`src/rtl/timer_dev_if.sv`:
```
// Register bus between the address-decode bridge and the timer device.
// The bridge drives the address, strobe and data; the timer returns read data and its interrupt.
interface timer_dev_if;
  logic [1:0]  Addr;
  logic        WE;
  logic [31:0] DIn;
  logic [31:0] DOut;
  logic        IRQ;

  modport master (output Addr, WE, DIn, input DOut, IRQ);
  modport slave  (input Addr, WE, DIn, output DOut, IRQ);
endinterface

```
`src/rtl/timer_dev.sv`:
```
// Memory-mapped down-counter timer with CTRL/PRESET/COUNT registers.
// Supports one-shot and auto-reload modes and raises a maskable interrupt when the count expires.
module timer_dev (
  input  logic       clk,
  input  logic       rst,
  timer_dev_if.slave bus
);

  typedef enum logic [1:0] {S_IDLE, S_LOAD, S_CNT, S_INT} state_t;

  state_t      state, next_state;
  logic        ctrl_en, ctrl_im;
  logic [1:0]  ctrl_mode;
  logic [31:0] preset, count;
  logic        irq_flag;
  logic        ctrl_wr, preset_wr, auto_reload;
  logic        do_load, do_dec, do_expire, do_clr_irq, do_clr_en;

  assign ctrl_wr     = bus.WE && (bus.Addr == 2'b00);
  assign preset_wr   = bus.WE && (bus.Addr == 2'b01);
  assign auto_reload = (ctrl_mode == 2'b01);

  always_ff @(posedge clk) begin
    if (!rst) state <= S_IDLE;
    else      state <= next_state;
  end

  // A CTRL write that clears EN overrides whatever the FSM would otherwise do next.
  always_comb begin
    next_state = state;
    case (state)
      S_IDLE:  if (ctrl_en) next_state = S_LOAD;
      S_LOAD:  next_state = S_CNT;
      S_CNT: begin
        if (!ctrl_en)             next_state = S_IDLE;
        else if (count <= 32'd1)  next_state = S_INT;
      end
      S_INT:   next_state = auto_reload ? S_LOAD : S_IDLE;
      default: next_state = S_IDLE;
    endcase
    if (ctrl_wr && !bus.DIn[0]) next_state = S_IDLE;
  end

  always_comb begin
    do_load    = 1'b0;
    do_dec     = 1'b0;
    do_expire  = 1'b0;
    do_clr_irq = 1'b0;
    do_clr_en  = 1'b0;
    case (state)
      S_LOAD: do_load = 1'b1;
      S_CNT: begin
        if (ctrl_en) begin
          if (count > 32'd1) do_dec    = 1'b1;
          else               do_expire = 1'b1;
        end
      end
      S_INT: begin
        if (auto_reload) do_clr_irq = 1'b1;
        else             do_clr_en  = 1'b1;
      end
      default: ;
    endcase
  end

  // CPU writes take priority over FSM-driven updates of EN and the interrupt flag.
  always_ff @(posedge clk) begin
    if (!rst) begin
      ctrl_en   <= 1'b0;
      ctrl_mode <= 2'b00;
      ctrl_im   <= 1'b0;
      preset    <= '0;
      count     <= '0;
      irq_flag  <= 1'b0;
    end else begin
      if (ctrl_wr) begin
        ctrl_en   <= bus.DIn[0];
        ctrl_mode <= bus.DIn[2:1];
        ctrl_im   <= bus.DIn[3];
      end else if (do_clr_en) begin
        ctrl_en <= 1'b0;
      end

      if (preset_wr) preset <= bus.DIn;

      if (do_load)        count <= preset;
      else if (do_dec)    count <= count - 32'd1;
      else if (do_expire) count <= '0;

      if (ctrl_wr || do_clr_irq) irq_flag <= 1'b0;
      else if (do_expire)        irq_flag <= 1'b1;
    end
  end

  always_comb begin
    case (bus.Addr)
      2'b00:   bus.DOut = {28'd0, ctrl_im, ctrl_mode, ctrl_en};
      2'b01:   bus.DOut = preset;
      2'b10:   bus.DOut = count;
      default: bus.DOut = '0;
    endcase
  end

  assign bus.IRQ = irq_flag & ctrl_im;

endmodule

```
`src/flat_wrapper.sv`:
```
// flat-port wrapper written by rule: the top's interface ports become plain ports
module timer_dev_flat 
  (clk, rst, bus_Addr, bus_WE, bus_DIn, bus_DOut, bus_IRQ);
  timer_dev_if bus_i ();
  input  logic clk;
  input  logic rst;
  input wire logic [$bits(bus_i.Addr)-1:0] bus_Addr;
  input wire logic [$bits(bus_i.WE)-1:0] bus_WE;
  input wire logic [$bits(bus_i.DIn)-1:0] bus_DIn;
  output wire logic [$bits(bus_i.DOut)-1:0] bus_DOut;
  output wire logic [$bits(bus_i.IRQ)-1:0] bus_IRQ;
  assign bus_i.Addr = bus_Addr;
  assign bus_i.WE = bus_WE;
  assign bus_i.DIn = bus_DIn;
  assign bus_DOut = bus_i.DOut;
  assign bus_IRQ = bus_i.IRQ;
  timer_dev u_core (.clk(clk), .rst(rst), .bus(bus_i));
endmodule
```
`config.mk`:
```
export PLATFORM = sky130hd
export DESIGN_NAME = timer_dev_flat
export DESIGN_NICKNAME = d
export VERILOG_FILES = /design/src/rtl/timer_dev_if.sv /design/src/rtl/timer_dev.sv /design/src/flat_wrapper.sv
export SDC_FILE = /design/constraint.sdc
export NUM_CORES = 1
export LEC_CHECK = 0
export ABC_AREA = 1
export BUFFER_PORTS_ARGS = -buffer_cell sky130_fd_sc_hd__buf_4
export CORE_AREA = 5 5 88 98
export CTS_BUF_LIST = sky130_fd_sc_hd__clkbuf_4 sky130_fd_sc_hd__clkbuf_8 sky130_fd_sc_hd__clkbuf_16
export DETAILED_ROUTE_END_ITERATION = 10
export DIE_AREA = 0 0 93 103
export PLACE_DENSITY = 0.78
export RECOVER_POWER = 25
export SLEW_MARGIN = 20
export SYNTH_ARGS = -nofsm -noshare
export SYNTH_HDL_FRONTEND = slang
export SYNTH_SLANG_ARGS = --single-unit
```
`constraint.sdc`:
```
create_clock -name clk -period 2 [get_ports clk]
set_input_delay 0.2 -clock clk [delete_from_list [all_inputs] [get_ports clk]]
set_output_delay 0.2 -clock clk [all_outputs]
set_load 0.005 [all_outputs]
```
==> impl_table.tex <==
\begin{tabular}{lr}
\hline
Metric & Value \\
\hline
\multicolumn{2}{l}{\textbf{Status}} \\
\quad Outcome & finished, final reports clean \\
\multicolumn{2}{l}{\textbf{Synth}} \\
\quad Mean post-synth cell area & 6.40 um\^{}2 \\
\quad Number of cells produced by synthesis & 634 \\
\quad Flops \& latches, synth & 71 \\
\quad Library cell occupying the most area in the post-synthesis netlist & sky130\_fd\_sc\_hd\_\_dfxtp\_1 \\
\quad Number of distinct library cell variants in the gate-level netlist after synthesis & 24 \\
\quad Warning count from the yosys run & 0 \\
\quad Most numerous cell types in the synthesized netlist & sky130\_fd\_sc\_hd\_\_nand2\_1 (108), sky130\_fd\_sc\_hd\_\_inv\_1 (106), sky130\_fd\_sc\_hd\_\_nor2\_1 (96), sky130\_fd\_sc\_hd\_\_dfxtp\_1 (71), sky130\_fd\_sc\_hd\_\_o22ai\_1 (60) \\
\quad Fraction of registers with async set/reset & 0 \\
\quad Share of the synthesized area in the top cell type & 0.350 \\
\quad Number of enable flip-flop cells after synthesis & 0 \\
\quad Sequential share of the synthesized area & 0.350 \\
\quad Cell with the most instances after synthesis & sky130\_fd\_sc\_hd\_\_nand2\_1 \\
\quad Leading register cell type out of synthesis & sky130\_fd\_sc\_hd\_\_dfxtp\_1 \\
\quad Post-Synthesis Net Count & 673 \\
\quad Cell area after technology mapping & 0.00406 mm\^{}2 \\
\quad Cells taking the most area after synthesis & sky130\_fd\_sc\_hd\_\_dfxtp\_1 (35\%), sky130\_fd\_sc\_hd\_\_nand2\_1 (10\%), sky130\_fd\_sc\_hd\_\_inv\_1 (9.8\%), sky130\_fd\_sc\_hd\_\_o22ai\_1 (9.3\%), sky130\_fd\_sc\_hd\_\_nor2\_1 (8.9\%) \\
\multicolumn{2}{l}{\textbf{Power and ir drop}} \\
\quad Net Sw Frac & 0.285 \\
\quad Portion of total power attributed to the clock network & 0.389 \\
\quad Internal power & 2280 uW \\
\quad Final Power & 3180 uW \\
\quad Psw & 906 uW \\
\quad Portion of total power attributed to sequential cells & 0.463 \\
\quad Worst vdd rail ir drop & 0.583 mV \\
\quad Portion of total power attributed to combinational logic & 0.149 \\
\quad Pwr per Cell Area & 649 mW/mm\^{}2 \\
\quad Cell leakage power & 0.00224 uW \\
\multicolumn{2}{l}{\textbf{Placed design}} \\
\quad Detailed-placement wirelength estimate & 9.17 mm \\
\quad RePlAce Congestion & 1.00 \\
\quad Placed inst area & 0.00470 mm\^{}2 \\
\quad Number of buffers inserted by port buffering & 69 \\
\multicolumn{2}{l}{\textbf{Layout}} \\
\quad Proportion of layout cells with a drive suffix above 1 & 0.164 \\
\quad Area of all placed cells without fillers & 0.00490 mm\^{}2 \\
\quad Filler instances & 747 \\
\quad Final net count & 741 \\
\quad Antenna diode count & 0 \\
\quad Post-layout utilization of the core & 0.640 \\
\quad Area growth syn-to-layout & 20.9\% \\
\multicolumn{2}{l}{\textbf{Global route}} \\
\quad Initial antenna violation count & 0 \\
\quad Leftover overflow at the end of global routing & 0 \\
\quad Maximum number of pins on one net before global-route repair & 46 \\
\quad Via count of the first global-routing pass & 4,111 \\
\quad Wire length of the first global-routing pass & 19.8 mm \\
\quad Total routing resource utilization after global routing & 0.261 \\
\multicolumn{2}{l}{\textbf{Timing}} \\
\quad Slew HR & 0.548 \\
\quad Setup TNS Final & 0 ns \\
\quad Slew of the pin with the lowest slew margin & 0.677 ns \\
\quad Max frequency & 0.562 GHz \\
\quad Final Setup Violations & 0 \\
\quad Endpoints failing hold & 0 \\
\quad Tcrit/Tclk final & 0.890 \\
\quad Number of pins exceeding their max-slew limit in the final report & 0 \\
\quad Unrepaired setup endpoints after global routing & false \\
\quad Skew final & 0.0142 ns \\
\quad Time the final worst path needs with I/O delays and setup & 1.78 ns \\
\quad Worst Hold Margin & 0.125 ns \\
\multicolumn{2}{l}{\textbf{Floorplanning}} \\
\quad Effective utilization at floorplan & 0.530 \\
\quad Number of I/O pins & 70 \\
\quad Area of the core region & 0.00766 mm\^{}2 \\
\quad Horiz. Die Dim & 93 um \\
\quad Core Rows & 34 \\
\quad Die footprint & 0.00958 mm\^{}2 \\
\quad Die boundary height & 103 um \\
\multicolumn{2}{l}{\textbf{Worst setup path}} \\
\quad Worst endpoint data arrival time & 2.06 ns \\
\quad Required arrival time at the worst endpoint & 2.28 ns \\
\quad Crit Path Class & reg2reg \\
\quad Kind of start point of the critical path & flip-flop \\
\quad Highest fanout seen on the critical path & 12 \\
\quad Setup crit end kind & flip-flop \\
\multicolumn{2}{l}{\textbf{Clocking}} \\
\quad Post-cts gate resize count & 0 \\
\quad Number of buffers inserted by hold repair at cts & 0 \\
\quad Clock-pin slew of the registers on the worst-case setup and hold paths & 0.09 ns \\
\quad Root Driver & sky130\_fd\_sc\_hd\_\_clkbuf\_8 \\
\quad Worst skew pair latency & 0.35 ns \\
\quad Number of clock sinks & 71 \\
\quad CTS tree & yes \\
\quad Buffer levels on the longest clock path & 2 \\
\quad Setup Buffers After CTS & 0 \\
\quad Cts bufs inserted & 9 \\
\quad H-tree Lvls & 3 \\
\multicolumn{2}{l}{\textbf{Detailed routing}} \\
\quad Total wire length after detailed routing & 12.2 mm \\
\quad Vias after detailed routing & 4,450 \\
\quad Met3 wire length & 931 um \\
\quad DR WL/cell & 15.3 um \\
\quad Final routed DRC violation total & 0 \\
\quad Routed met2 length & 5.63 mm \\
\quad Routed met1 length & 5.33 mm \\
\quad Number of antenna-violating nets in the routed design & 0 \\
\quad Count of routing violations after the opening detailed-route iteration & 379 \\
\quad Highest signal layer in the routed design & met4 \\
\quad 1st-pass router iterations & 6 \\
\quad Vias per std cell & 5.58 \\
\multicolumn{2}{l}{\textbf{Worst hold path}} \\
\quad Class of the tightest hold or removal check & in2reg \\
\multicolumn{2}{l}{\textbf{Job}} \\
\quad Max-cap check violation count & 0 \\
\hline
\end{tabular}
final timing paths:
| kind | start | end | cells after the start | slack, ns |
|---|---|---|---|---|
| worst max-delay path | u_core.count[0] | u_core.count[2] | 11 | 0.22 |
| worst min-delay path | bus_DIn[6] | u_core.preset[6] | 3 | 0.13 |
| worst max register to register | u_core.count[0] | u_core.count[2] | 11 | 0.22 |
| worst min register to register | u_core.preset[23] | u_core.preset[23] | 2 | 0.48 |
per-layer routing:
layer | vias to the layer above | global-route usage
li1 | 2218 | -
met1 | 2019 | 0.345
met2 | 188 | 0.425
met3 | 25 | 0.0489
met4 | 0 | 0.101
met5 | - | 0
area by class of cell:
type                    instances  area [um^2]  share of cell area
clock buffers                  11          145              0.0296
flip-flops and latches         71         1420               0.290
well taps                      90          113              0.0230
clock inverters                 5         65.1              0.0133
repair buffers                 85          641               0.131
inverters                     107          402              0.0819
multi-input cells             428         2120               0.432
power groups by stage:
stage          clock network (uW)  logic [uW]  registers, uW
2_1_floorplan                   0         296           1500
3_3_place_gp                    0         460           1500
3_5_place_dp                    0         469           1510
4_1_cts                      1260         471           1470
5_1_grt                      1310         529           1480
6_report                     1240         473           1470
sequential cells by signal, summed over array words and instances, names as in the netlist:
register / cells
u_core.count: 32
u_core.ctrl_en: 1
u_core.ctrl_im: 1
u_core.ctrl_mode: 2
u_core.irq_flag: 1
u_core.preset: 32
u_core.state: 2
kinds of logic (layout without fill, tap and decap cells):
logic type,count (synthesis),count (layout),synth area share
compound gates,175,175,0.241
simple gates,245,245,0.261
xor+xnor,6,6,0.0130
fa+ha+maj,2,2,0.00617
buf+inv,135,208,0.129
flops,71,71,0.350
critical path, stage by stage (launching register included):
cell	delay [ns]
sky130_fd_sc_hd__dfxtp_1	0.35
sky130_fd_sc_hd__inv_1	0.11
sky130_fd_sc_hd__ha_1	0.26
sky130_fd_sc_hd__nand2_4	0.13
sky130_fd_sc_hd__nor2_8	0.06
sky130_fd_sc_hd__nand2_4	0.09
sky130_fd_sc_hd__nand2_4	0.06
sky130_fd_sc_hd__nand2_4	0.07
sky130_fd_sc_hd__nand2_4	0.05
sky130_fd_sc_hd__inv_2	0.26
sky130_fd_sc_hd__nand2_1	0.12
sky130_fd_sc_hd__a21oi_1	0.14
placed cells by master (no fill, tap or decap):
master	Yosys	final
sky130_fd_sc_hd__nand3_1	13	13
sky130_fd_sc_hd__nor3_2	1	1
sky130_fd_sc_hd__o21ai_0	50	50
sky130_fd_sc_hd__a21oi_2	1	1
sky130_fd_sc_hd__inv_6	0	2
sky130_fd_sc_hd__buf_4	0	80
sky130_fd_sc_hd__clkbuf_8	0	10
sky130_fd_sc_hd__nor2_8	1	1
sky130_fd_sc_hd__buf_12	0	1
sky130_fd_sc_hd__ha_1	2	2
sky130_fd_sc_hd__clkbuf_2	0	1
sky130_fd_sc_hd__bufinv_16	0	1
sky130_fd_sc_hd__o221ai_1	4	4
sky130_fd_sc_hd__clkbuf_4	0	2
sky130_fd_sc_hd__nand2_4	5	5
sky130_fd_sc_hd__o22ai_1	60	60
sky130_fd_sc_hd__nor2_2	4	4
sky130_fd_sc_hd__clkbuf_1	22	2
sky130_fd_sc_hd__nand4_1	14	14
sky130_fd_sc_hd__o21a_1	3	3
sky130_fd_sc_hd__inv_2	1	1
sky130_fd_sc_hd__nor2_1	96	96
sky130_fd_sc_hd__xor2_1	6	6
sky130_fd_sc_hd__dfxtp_1	71	71
sky130_fd_sc_hd__inv_1	106	106
sky130_fd_sc_hd__a21oi_1	57	57
sky130_fd_sc_hd__nand2_2	1	2
sky130_fd_sc_hd__nor2_4	2	2
sky130_fd_sc_hd__clkinv_4	0	2
sky130_fd_sc_hd__nand2_1	108	107
metrics by stage:
step	instances	setup WS [ns]
floorplan	634	0.321
global placement	781	0.338
detailed placement	781	0.257
CTS	797	0.230
global route	797	0.0405
finish	797	0.220
(Power assumes the default switching activity.)
